==> src/rtl/nt_node_event_monitor_pkg.sv <==
// nt_monitor_pkg: shared FSM state type and default parameters for the Nt-node event monitor
package nt_monitor_pkg;
  typedef enum logic [1:0] {S0, S1, S2, S3} pat_state_t;
  localparam int CNT_W_DEF = 8;
  localparam int WIN_LEN_DEF = 16;
  localparam int THRESH_DEF = 4;
endpackage

==> src/rtl/nt_node_event_monitor_if.sv <==
// nt_node_event_monitor_if: node input, control strobes and event flags of the monitor
interface nt_node_event_monitor_if
  import nt_monitor_pkg::*;
#(
  parameter int CNT_W = CNT_W_DEF
);
  logic I4130;
  logic I4131;
  logic I4132;
  logic I4150;
  logic I4151;
  logic [CNT_W-1:0] I4152;
  logic I4153;
  modport master (output I4130, I4131, I4132, input I4150, I4151, I4152, I4153);
  modport slave (input I4130, I4131, I4132, output I4150, I4151, I4152, I4153);
endinterface

==> src/rtl/nt_node_event_monitor_edge_window_counter.sv <==
// nt_edge_window_counter: per-window rising-edge counter with one-shot threshold pulse
module nt_edge_window_counter
  import nt_monitor_pkg::*;
#(
  parameter int CNT_W = CNT_W_DEF,
  parameter int WIN_LEN = WIN_LEN_DEF,
  parameter int THRESH = THRESH_DEF
) (
  input  logic clk,
  input  logic rst_n,
  input  logic clr,
  input  logic en,
  input  logic rise,
  output logic [CNT_W-1:0] edge_cnt,
  output logic thr_hit
);
  localparam int WIN_W = $clog2(WIN_LEN);
  localparam logic [WIN_W-1:0] WIN_LAST = WIN_W'(WIN_LEN - 1);
  localparam logic [CNT_W-1:0] CNT_MAX = '1;
  localparam logic [CNT_W-1:0] THR = CNT_W'(THRESH);
  localparam logic [CNT_W-1:0] THR_PRE = CNT_W'(THRESH - 1);
  logic [WIN_W-1:0] win_cnt;
  logic [WIN_W-1:0] win_nxt;
  logic [CNT_W-1:0] cnt_nxt;
  logic wrap;
  // A rise on the wrap cycle opens the new window, so it restarts the count at 1
  always_comb begin
    wrap = win_cnt == WIN_LAST;
    win_nxt = wrap ? '0 : win_cnt + 1'b1;
    cnt_nxt = wrap ? CNT_W'(rise) : (rise && edge_cnt != CNT_MAX) ? edge_cnt + 1'b1 : edge_cnt;
  end
  // Threshold fires only on the THRESH-1 -> THRESH step, so saturation cannot re-fire it
  always_ff @(posedge clk or negedge rst_n) begin
    if (!rst_n) begin
      win_cnt <= '0;
      edge_cnt <= '0;
      thr_hit <= 1'b0;
    end else if (clr) begin
      win_cnt <= '0;
      edge_cnt <= '0;
      thr_hit <= 1'b0;
    end else if (en) begin
      win_cnt <= win_nxt;
      edge_cnt <= cnt_nxt;
      thr_hit <= edge_cnt == THR_PRE && cnt_nxt == THR;
    end else begin
      thr_hit <= 1'b0;
    end
  end
endmodule

==> src/rtl/nt_node_event_monitor.sv <==
// nt_node_event_monitor: registers node I4130, counts its rises per window and detects 1-0-1-1
module nt_node_event_monitor
  import nt_monitor_pkg::*;
#(
  parameter int CNT_W = CNT_W_DEF,
  parameter int WIN_LEN = WIN_LEN_DEF,
  parameter int THRESH = THRESH_DEF
) (
  input logic I1470,
  input logic I1477,
  nt_node_event_monitor_if.slave bus
);
  logic node_q;
  logic node_qq;
  logic rise;
  logic pat_hit;
  logic pat_nxt;
  logic thr_hit;
  logic [CNT_W-1:0] edge_cnt;
  pat_state_t state;
  pat_state_t state_nxt;
  assign rise = node_q & ~node_qq;
  // Two-stage sampling of the node; the second stage only serves rise detection
  always_ff @(posedge I1470 or negedge I1477) begin
    if (!I1477) begin
      node_q <= 1'b0;
      node_qq <= 1'b0;
    end else if (bus.I4132) begin
      node_q <= 1'b0;
      node_qq <= 1'b0;
    end else if (bus.I4131) begin
      node_q <= bus.I4130;
      node_qq <= node_q;
    end
  end
  // Pattern state register; the hit flag is a pulse and drops on any non-enabled cycle
  always_ff @(posedge I1470 or negedge I1477) begin
    if (!I1477) begin
      state <= S0;
      pat_hit <= 1'b0;
    end else if (bus.I4132) begin
      state <= S0;
      pat_hit <= 1'b0;
    end else if (bus.I4131) begin
      state <= state_nxt;
      pat_hit <= pat_nxt;
    end else begin
      pat_hit <= 1'b0;
    end
  end
  // Overlapping 1-0-1-1 matcher on node_q; each state is the longest matched prefix
  always_comb begin
    state_nxt = state;
    pat_nxt = 1'b0;
    case (state)
      S0: state_nxt = node_q ? S1 : S0;
      S1: state_nxt = node_q ? S1 : S2;
      S2: state_nxt = node_q ? S3 : S0;
      S3: begin
        state_nxt = node_q ? S1 : S2;
        pat_nxt = node_q;
      end
      default: state_nxt = S0;
    endcase
  end
  nt_edge_window_counter #(
    .CNT_W(CNT_W),
    .WIN_LEN(WIN_LEN),
    .THRESH(THRESH)
  ) u_cnt (
    .clk(I1470),
    .rst_n(I1477),
    .clr(bus.I4132),
    .en(bus.I4131),
    .rise(rise),
    .edge_cnt(edge_cnt),
    .thr_hit(thr_hit)
  );
  assign bus.I4150 = pat_hit;
  assign bus.I4151 = thr_hit;
  assign bus.I4152 = edge_cnt;
  assign bus.I4153 = node_q;
endmodule

==> src/flat_wrapper.sv <==
// flat-port wrapper written by rule: the top's interface ports become plain ports
module nt_node_event_monitor_flat import nt_monitor_pkg::*;
#(
  parameter int CNT_W = CNT_W_DEF,
  parameter int WIN_LEN = WIN_LEN_DEF,
  parameter int THRESH = THRESH_DEF
)
  (I1470, I1477, bus_I4130, bus_I4131, bus_I4132, bus_I4150, bus_I4151, bus_I4152, bus_I4153);
  nt_node_event_monitor_if #(.CNT_W(CNT_W)) bus_i ();
  input logic I1470;
  input logic I1477;
  input wire logic [$bits(bus_i.I4130)-1:0] bus_I4130;
  input wire logic [$bits(bus_i.I4131)-1:0] bus_I4131;
  input wire logic [$bits(bus_i.I4132)-1:0] bus_I4132;
  output wire logic [$bits(bus_i.I4150)-1:0] bus_I4150;
  output wire logic [$bits(bus_i.I4151)-1:0] bus_I4151;
  output wire logic [$bits(bus_i.I4152)-1:0] bus_I4152;
  output wire logic [$bits(bus_i.I4153)-1:0] bus_I4153;
  assign bus_i.I4130 = bus_I4130;
  assign bus_i.I4131 = bus_I4131;
  assign bus_i.I4132 = bus_I4132;
  assign bus_I4150 = bus_i.I4150;
  assign bus_I4151 = bus_i.I4151;
  assign bus_I4152 = bus_i.I4152;
  assign bus_I4153 = bus_i.I4153;
  nt_node_event_monitor #(.CNT_W(CNT_W), .WIN_LEN(WIN_LEN), .THRESH(THRESH)) u_core (.I1470(I1470), .I1477(I1477), .bus(bus_i));
endmodule
==> config.mk <==
export PLATFORM = sky130hd
export DESIGN_NAME = nt_node_event_monitor_flat
export DESIGN_NICKNAME = d
export VERILOG_FILES = /design/src/rtl/nt_node_event_monitor_pkg.sv /design/src/rtl/nt_node_event_monitor_if.sv /design/src/rtl/nt_node_event_monitor_edge_window_counter.sv /design/src/rtl/nt_node_event_monitor.sv /design/src/flat_wrapper.sv
export SDC_FILE = /design/constraint.sdc
export NUM_CORES = 1
export LEC_CHECK = 0
export CORE_MARGIN = 5
export CORE_UTILIZATION = 58
export CTS_BUF_LIST = sky130_fd_sc_hd__clkbuf_2
export DETAILED_ROUTE_END_ITERATION = 10
export PLACE_DENSITY = 0.95
export SLEW_MARGIN = 25
export SYNTH_ARGS = -nofsm -noshare
export SYNTH_HDL_FRONTEND = slang
export SYNTH_HIERARCHICAL = 1
export SYNTH_SLANG_ARGS = --single-unit
==> constraint.sdc <==
create_clock -name I1470 -period 2.7 [get_ports I1470]
set_input_delay 0.54 -clock I1470 [delete_from_list [all_inputs] [get_ports I1470]]
set_output_delay 0.54 -clock I1470 [all_outputs]
set_load 0.01 [all_outputs]
# After elaboration in Yosys (flattened, before gate mapping)

Cells that the tools add are included.

Bits in registers: 18
Bits of input ports: 5
Output and inout port bits: 11
Logic and storage cells: 45

Add/sub/neg operators: 2
Equality and inequality tests: 7
Muxes and demuxes: 22
Bitwise operators: 2
Reductions and logical operators: 5

Operators by type and width:

| operator                                      | number |
|---|---|
| 2-to-1 mux 8 bit                              | 4 |
| 2-to-1 mux 4 bit                              | 3 |
| 2-to-1 mux 1 bit                              | 10 |
| adder 8 x 1 -> 8 bit, second input constant   | 1 |
| == test 8 x 2 -> 1 bit, second input constant | 1 |
| == test 8 x 3 -> 1 bit, second input constant | 1 |
| 2-to-1 mux 2 bit                              | 4 |
| inequality test 8 bit, second input constant  | 1 |
| case mux 2 bit (3 select lines)               | 1 |
| adder 4 x 1 -> 4 bit, second input constant   | 1 |
| == test 2 bit, second input constant          | 2 |
| == test 4 bit, second input constant          | 1 |
| == test 2 x 1 -> 1 bit, second input constant | 1 |
| logical AND 1 bit                             | 2 |
| zero test 2 bit                               | 1 |
| nonzero test 2 bit                            | 1 |
| OR reduction 2 bit                            | 1 |
| bitwise AND 1 bit                             | 1 |
| NOT 1 bit                                     | 1 |

# Longest topological paths before layout

Gate-level depths: netlist (run 1).

Depth in word-level cells: 9
Mapped depth: 6
Mapped depth without buffers: 5

# Hierarchy

The synthesis (run 1) kept the hierarchy.

By module, submodules not included:

| module                 | times used | cells each | area an instance (sq um) |
|---|---|---|---|
| nt_edge_window_counter | 1          | 93         | 815.8 |
| nt_node_event_monitor  | 1          | 16         | 172.7 |

# Least setup slack after synthesis (run 1)

Ideal clock, no wire load.

Path type: flip-flop to flip-flop
Start point: register u_core.node_q (netlist: u_core/bus.I4153)
End point: register u_core.u_cnt.edge_cnt[7]
Library setup time: 69 ps
Arrival: 1660 ps
Setup slack: 970 ps
Stages on the path, launching flop included: 7
Path through: dfrtp_1 nor2b_1 clkbuf_1 nand4_1 a21o_1 or4_1 nand3_1

Word-level cells in the longest chain between the ends: 6

RTL lines:

| item                          | line                                            | source |
|---|---|---|
| from (decl)                   | nt_node_event_monitor.sv:13                     | `logic node_q;` |
| from (signal assigned)        | nt_node_event_monitor.sv:32                     | `node_q <= bus.I4130;` |
| bitwise AND 1 bit             | nt_node_event_monitor.sv:22                     | `assign rise = node_q & ~node_qq;` |
| named net u_core.rise         | nt_node_event_monitor.sv:15                     | `logic rise;` |
| logical AND 1 bit             | nt_node_event_monitor_edge_window_counter.sv:30 | `cnt_nxt = wrap ? CNT_W'(rise) : (rise && edge_cnt != CNT_MAX) ? edge_cnt + 1'b1 : edge_cnt;` |
| 2-to-1 mux 8 bit (2 in a row) | nt_node_event_monitor_edge_window_counter.sv:30 |  |
| 2-to-1 mux 8 bit              | nt_node_event_monitor_edge_window_counter.sv:42 | `end else if (en) begin` |
| 2-to-1 mux 8 bit              | nt_node_event_monitor_edge_window_counter.sv:38 | `end else if (clr) begin` |
| to (signal assigned)          | nt_node_event_monitor_edge_window_counter.sv:44 | `edge_cnt <= cnt_nxt;` |
| to (decl)                     | nt_node_event_monitor_edge_window_counter.sv:14 | `output logic [CNT_W-1:0] edge_cnt,` |

The timed path passes the listed nets, and every way through them passes these cells. The select of a mux whose other input is x is not followed.
A chain may end at the register's enable or synchronous reset.

# Final worst setup path (run 1)

Start point: register u_core.u_cnt.edge_cnt[7]
End point: output bus_I4152[7]

RTL lines:

| item      | line               | source |
|---|---|---|
| to (decl) | flat_wrapper.sv:17 | `output wire logic [$bits(bus_i.I4152)-1:0] bus_I4152;` |

No word-level cell between the ends.

==> results of run 1 <==
[final cells by class]
cell class | count | area [um2]
fill | 123 | 495
multi-input combinational | 84 | 524
sequential | 17 | 425
clock buffer | 3 | 15.0
timing repair buffer | 18 | 173
inverter | 3 | 11.3
tap | 17 | 21.3
clock inverter | 1 | 5.00
[sequential cells by signal, indices dropped and copies added (netlist names)]
name                   count
u_core/bus.I4153           1
u_core/state               2
u_core/u_cnt/win_cnt       4
u_core/u_cnt/thr_hit       1
u_core/bus.I4150           1
u_core/u_cnt/edge_cnt      8
[layout by cell type (no fill, tap or decap), drive strengths merged, types with 2 or more instances in the layout]
cell type and n:
nand4 3, dfrtp 17, clkdlybuf4s50 15, nor3b 2, buf 3, nand2b 4, a211oi 2, ha 2
or3 2, and3 3, o21ai 6, clkbuf 3, nand3 8, xor2 2, inv 3, nor2 7
a21oi 12, nand2 10, nor4 2, mux2i 3, a31oi 3
[final timing paths]
kind / from / end / slack (ns)
min in group asynchronous: I1477 / u_core/u_cnt/edge_cnt[2] / 0.67
hold reg to reg: u_core/state[1] / u_core/bus.I4150 / 0.54
hold / removal: u_core/state[1] / u_core/bus.I4150 / 0.54
setup / recovery: u_core/u_cnt/edge_cnt[7] / bus_I4152[7] / 0.73
setup reg to reg: u_core/u_cnt/edge_cnt[0] / u_core/u_cnt/edge_cnt[5] / 0.86
max in group asynchronous: I1477 / u_core/bus.I4153 / 1.54
[through the flow]
stage               instance area (um2)  utilization, %  hold slack, ns  cells
floorplan                           988               -           0.244    109
global placement                   1150            69.1           0.500    139
detailed placement                 1150            69.1           0.515    139
CTS                                1170            70.3           0.535    143
global route                       1170            70.3           0.560    143
finish                             1170            70.3           0.540    143
[cells by family (layout without fill, tap and decap cells)]
logic type / Yosys count / in the layout / share of synthesized area [%]
buffers and inverters: 8 / 25 / 3.92
multiplexers: 3 / 3 / 3.04
flip-flops: 17 / 17 / 43.0
AND/OR/NAND/NOR: 48 / 48 / 27.3
XOR/XNOR: 3 / 3 / 2.66
adder cells (fa/ha/maj): 2 / 2 / 2.53
AO/OA/AOI/OAI: 28 / 28 / 17.5
[layer usage]
metal  GRT usage, %  up-vias
li1               -      432
met1           25.1      408
met2           31.1       25
met3           3.50        2
met4           6.55        0
met5              0        -
[where the power goes]
group / switching [uW] / internal [uW] / leakage (uW) / total (uW)
Combinational: 29.7 / 24.4 / 0.000236 / 54.1
Clock: 79.6 / 33.5 / 0.0000164 / 113
Sequential: 7.28 / 260 / 0.000235 / 268
Total: 117 / 318 / 0.000487 / 435
==> metrics.txt, run 1 <==
CP cell instances=clkdlybuf4s50_1; Die X=51.3 um; FF-to-FF path depth=5; Top FF cell, synth=dfrtp_1; relative slew slack=48.0%; Post-Syn Area=988 um2; fmax=0.507 GHz; Clock Pin Slew Worst Setup and Hold Paths=0.17 ns; Pwr Density=370 mW/mm2; Initial Utilization=59.2%; post-CTS sizing=0; final hold violations=0; Worst path depth=1; hpwl dp=1560 um; Post-synth EDFFs=0; WL met2=1060 um; Worst-Skew Late Latency=0.29 ns; Synth area leader=dfrtp_1; drt wl/cell=15.2 um; Worst Path Arrival=1.43 ns; setup bufs post-CTS=0; CTS Buf Count=3; Ant. Diodes=0; setup_tns=0 ns; critical path's top delay family=buffers and inverters; Post-CTS Hold Fix Bufs=0; run status=complete, no violations; Die ar.=0.00263 mm2; kind of critical path=flip-flop to output port; initial antenna violation count=0; Setup Skew=0.00923 ns; Final WS setup=0.727 ns; met1 WL=1020 um; FP Rows=15; CP Buf/Inv Count=1; Yosys reg bits=17; largest cells by area after synthesis=dfrtp_1, a21oi_1, nand3_1; Synth async-reset ratio=100%; post-DR vias/cell=6.06; synthesized instance count=109; area share of the largest cell type after synthesis=43.0%; Place WS=0.603 ns; Final ANT Viol Nets=0; CTS tree=yes; unrepaired setup endpoints after global routing=no; DRT Wirelength=2180 um; clock buffer depth=2; PortBufs=15; first-pass iteration count of the detailed router=4; P&R area growth vs syn=18.9%; Mapped Nets=116; post-layout net count=134; die height=51.3 um; Min-Delay Path Depth=2; WP data required=2.16 ns; # DRC=0; DR iter-0 viols=39; DR WL met3=84 um; Yosys cell types=39; clock sink count=17; max-slew violations=0; first-pass GRT wire length=3740 um; Synth top cells by count=dfrtp_1, a21oi_1, nand2_1, nand3_1, nor2_1; H-Tree Depth=1; via count=867; Worst path slowest cell=clkdlybuf4s50_1; synthesized area per cell=9.07 um2; Slew @ Worst Pin=0.778 ns; Final setup viols=0; final worst-path cycle share=73.1%; Seq/Total Area, Yosys=43.0%; nature of the critical path startpoint=flip-flop; largest net degree at the start of global routing=18; layout cell share with drive strength beyond 1=10.3%; Max FO, Critical Path=9; core area=0.00167 mm2; GP Congestion=0.963; crit end category=output port; Leakage=0.000487 uW; # Max-Cap Violations=0; Yosys warning count=6; GRT Total Usage=19.0%; top-level port count=16; number of global-route vias before repair=834; Hold Path Class=flip-flop to flip-flop; most frequent cell after synthesis=dfrtp_1; grt total ovfl=0; min cycle time layout=1.97 ns; Final Power=435 uW; DR top layer=met4; Max VDD drop=0.241 mV; Critical Path Max Stage Delay=0.60 ns; CTS root buffer=clkbuf_2
Power figures use the tool's default switching activity.
==> run 2, diff against run 1 <==
- CORE_ASPECT_RATIO: default -> 1.5
- CORE_UTILIZATION: 58 -> 49
- PLACE_DENSITY: 0.95 -> 0.87
- clock period: 2.7 -> 1.8 ns (I/O delays scaled with it)
==> metrics.txt, run 2 (synthesized netlist as in run 1, its figures left out) <==
largest net degree at the start of global routing=18 (unchanged); first-pass iteration count of the detailed router=4 (unchanged); DRT Wirelength=2440 um (+12%); crit end category=output port; setup_tns=0 ns (unchanged); design area=0.00128 mm2 (+9.1%); CTS Buf Count=3 (unchanged); filler cell count=149 (+21%); first-pass GRT wire length=4200 um (+12%); top-level port count=16 (unchanged); Slew @ Worst Pin=0.411 ns (-0.367 ns); Max FO, Critical Path=8 (-1); Critical Path Max Stage Delay=0.55 ns (-0.05 ns); initial antenna violation count=0 (unchanged); biggest regs=u_core/u_cnt/edge_cnt (8), u_core/u_cnt/win_cnt (4), u_core/state (2); Initial Utilization=50.0% (-9.2 points); post-route insts no fill=160 (+12%); Net Sw Power=174 uW (+49%); most frequent cells in the layout=buf_4, dfrtp_1, clkdlybuf4s50_1; Worst Path Arrival=1.37 ns (-0.06 ns); Final setup viols=0 (unchanged); P&R area growth vs syn=29.6%; number of flip-flops in the largest register=8 (unchanged); Setup Skew=0.00657 ns (-0.00266 ns); fmax=0.577 GHz; number of global-route vias before repair=943 (+13%); # Max-Cap Violations=0 (unchanged); grt total ovfl=0 (unchanged); Pwr Density=515 mW/mm2 (+39%); Flop pwr share=60.2% (-1.3 points); drt wl/cell=15.3 um (+0.26%); GP Congestion=0.857 (-11%); Most flops, register=u_core/u_cnt/edge_cnt; Final WS setup=0.0657 ns (-0.661 ns); sw frac=26.3% (-0.48 points); Max VDD drop=0.391 mV (+62%); Worst-Skew Late Latency=0.29 ns (about the same); H-Tree Depth=1 (unchanged); placed cell count=153 (+10%); Hold Path Class=primary input to async pin; Die X=46.7 um (-9.0%); Internal=486 uW (+53%); min cycle time layout=1.73 ns; CTS root buffer=clkbuf_2; Clock Pin Slew Worst Setup and Hold Paths=0.16 ns (about the same); via count=975 (+12%); post-DR vias/cell=6.09 (+0.51%); final worst-path cycle share=96.3%; dpl cell area=0.00123 mm2 (+6.4%); Die ar.=0.00303 mm2 (+15%); WP data required=1.44 ns (-0.72 ns); max-slew violations=0 (unchanged); PortBufs=15 (unchanged); kind of critical path=flip-flop to output port; hpwl dp=1800 um (+16%); Worst path slowest cell=clkdlybuf4s50_1; Place WS=0.0421 ns (-0.561 ns); final hold violations=0 (unchanged); GRT Total Usage=18.6% (-0.37 points); relative slew slack=72.3% (+24 points); CP cell instances=buf_4 -> clkdlybuf4s50_1; # DRC=0 (unchanged); nature of the critical path startpoint=flip-flop; combinational cell fraction of total power=14.7% (+2.3 points); Leakage=0.000584 uW (+20%); run status=complete, no violations; DR iter-0 viols=62 (+59%); layout cell share with drive strength beyond 1=20.3% (+10 points); post-layout net count=146 (+9.0%); CTS tree=yes; Ant. Diodes=0 (unchanged); clock buffer depth=2 (unchanged); Final ANT Viol Nets=0 (unchanged); die height=65.0 um (+27%); FP Rows=20 (+5); clock sink count=17 (unchanged); Clock Power Share=25.2% (-0.8 points); Final Power=660 uW (+52%); core area=0.00198 mm2 (+18%)
[run 2: cell types whose count changed in the layout (fill, tap and decap cells not counted), sizes merged]
cell	before	now
buf	3	15
clkdlybuf4s50	15	13
dlymetal6s2s	0	2
[run 2: path summary, 6_finish.rpt]
kind                                     startpoint                        to  slack, ns  cells past startpoint
max reg2reg                u_core/u_cnt/edge_cnt[0]  u_core/u_cnt/edge_cnt[7]       0.08                      5
min                                           I1477   u_core/u_cnt/win_cnt[2]       0.37                      2
max                        u_core/u_cnt/edge_cnt[3]              bus_I4152[3]       0.07                      2
min in group I1470                  u_core/state[1]          u_core/bus.I4150       0.54                      2
min reg2reg                         u_core/state[1]          u_core/bus.I4150       0.54                      2
max in group asynchronous                     I1477  u_core/u_cnt/edge_cnt[2]       1.23                      2
[run 2: what timing repair did]
action                     CTS  global route
resized for setup            1             4
buffers inserted             0             3
setup endpoints to repair    1             6
cloned                       0             0
hold buffers                 0             0
[run 2: stage by stage]
step | utilization [%] | hold WS (ns)
4_1_cts | 63.2 | 0.362
2_1_floorplan | - | 0.0644
6_report | 64.8 | 0.368
3_5_place_dp | 62.2 | 0.527
3_3_place_gp | 62.2 | 0.529
5_1_grt | 64.8 | 0.362
[run 2: power by group through the flow]
stage / Clock, uW / Combinational (uW) / Sequential [uW]
3_3_place_gp: 0 / 93.0 / 403
5_1_grt: 199 / 108 / 399
3_5_place_dp: 0 / 96.0 / 404
2_1_floorplan: 0 / 41.2 / 408
6_report: 166 / 96.8 / 397
4_1_cts: 175 / 96.5 / 397
[run 2: area by class of cell]
class	count	area, um2	area share (%)
well taps	22	27.5	2.15
flip-flops and latches	17	428	33.4
repair buffers	30	268	20.9
inverters	3	11.3	0.879
clock inverters	1	5.00	0.391
clock buffers	3	15.0	1.17
multi-input cells	84	527	41.1
[run 2: metal layers]
metal  vias to the layer above  share of wire (%)  track usage, %  routed length (um)
met5                         -                  0               0                   0
met4                         0                2.1            7.96                  51
met3                        10                5.6            1.67                 137
met2                        49                 54            31.6                1320
met1                       457                 38            23.0                 937
li1                        459                  -               -                   -
[run 2: critical path, delay by kind of cell, from the launching register on]
| family | cells | cell delay, ns |
|---|---|---|
| buf+inv | 2 | 0.71 |
| flops | 1 | 0.38 |
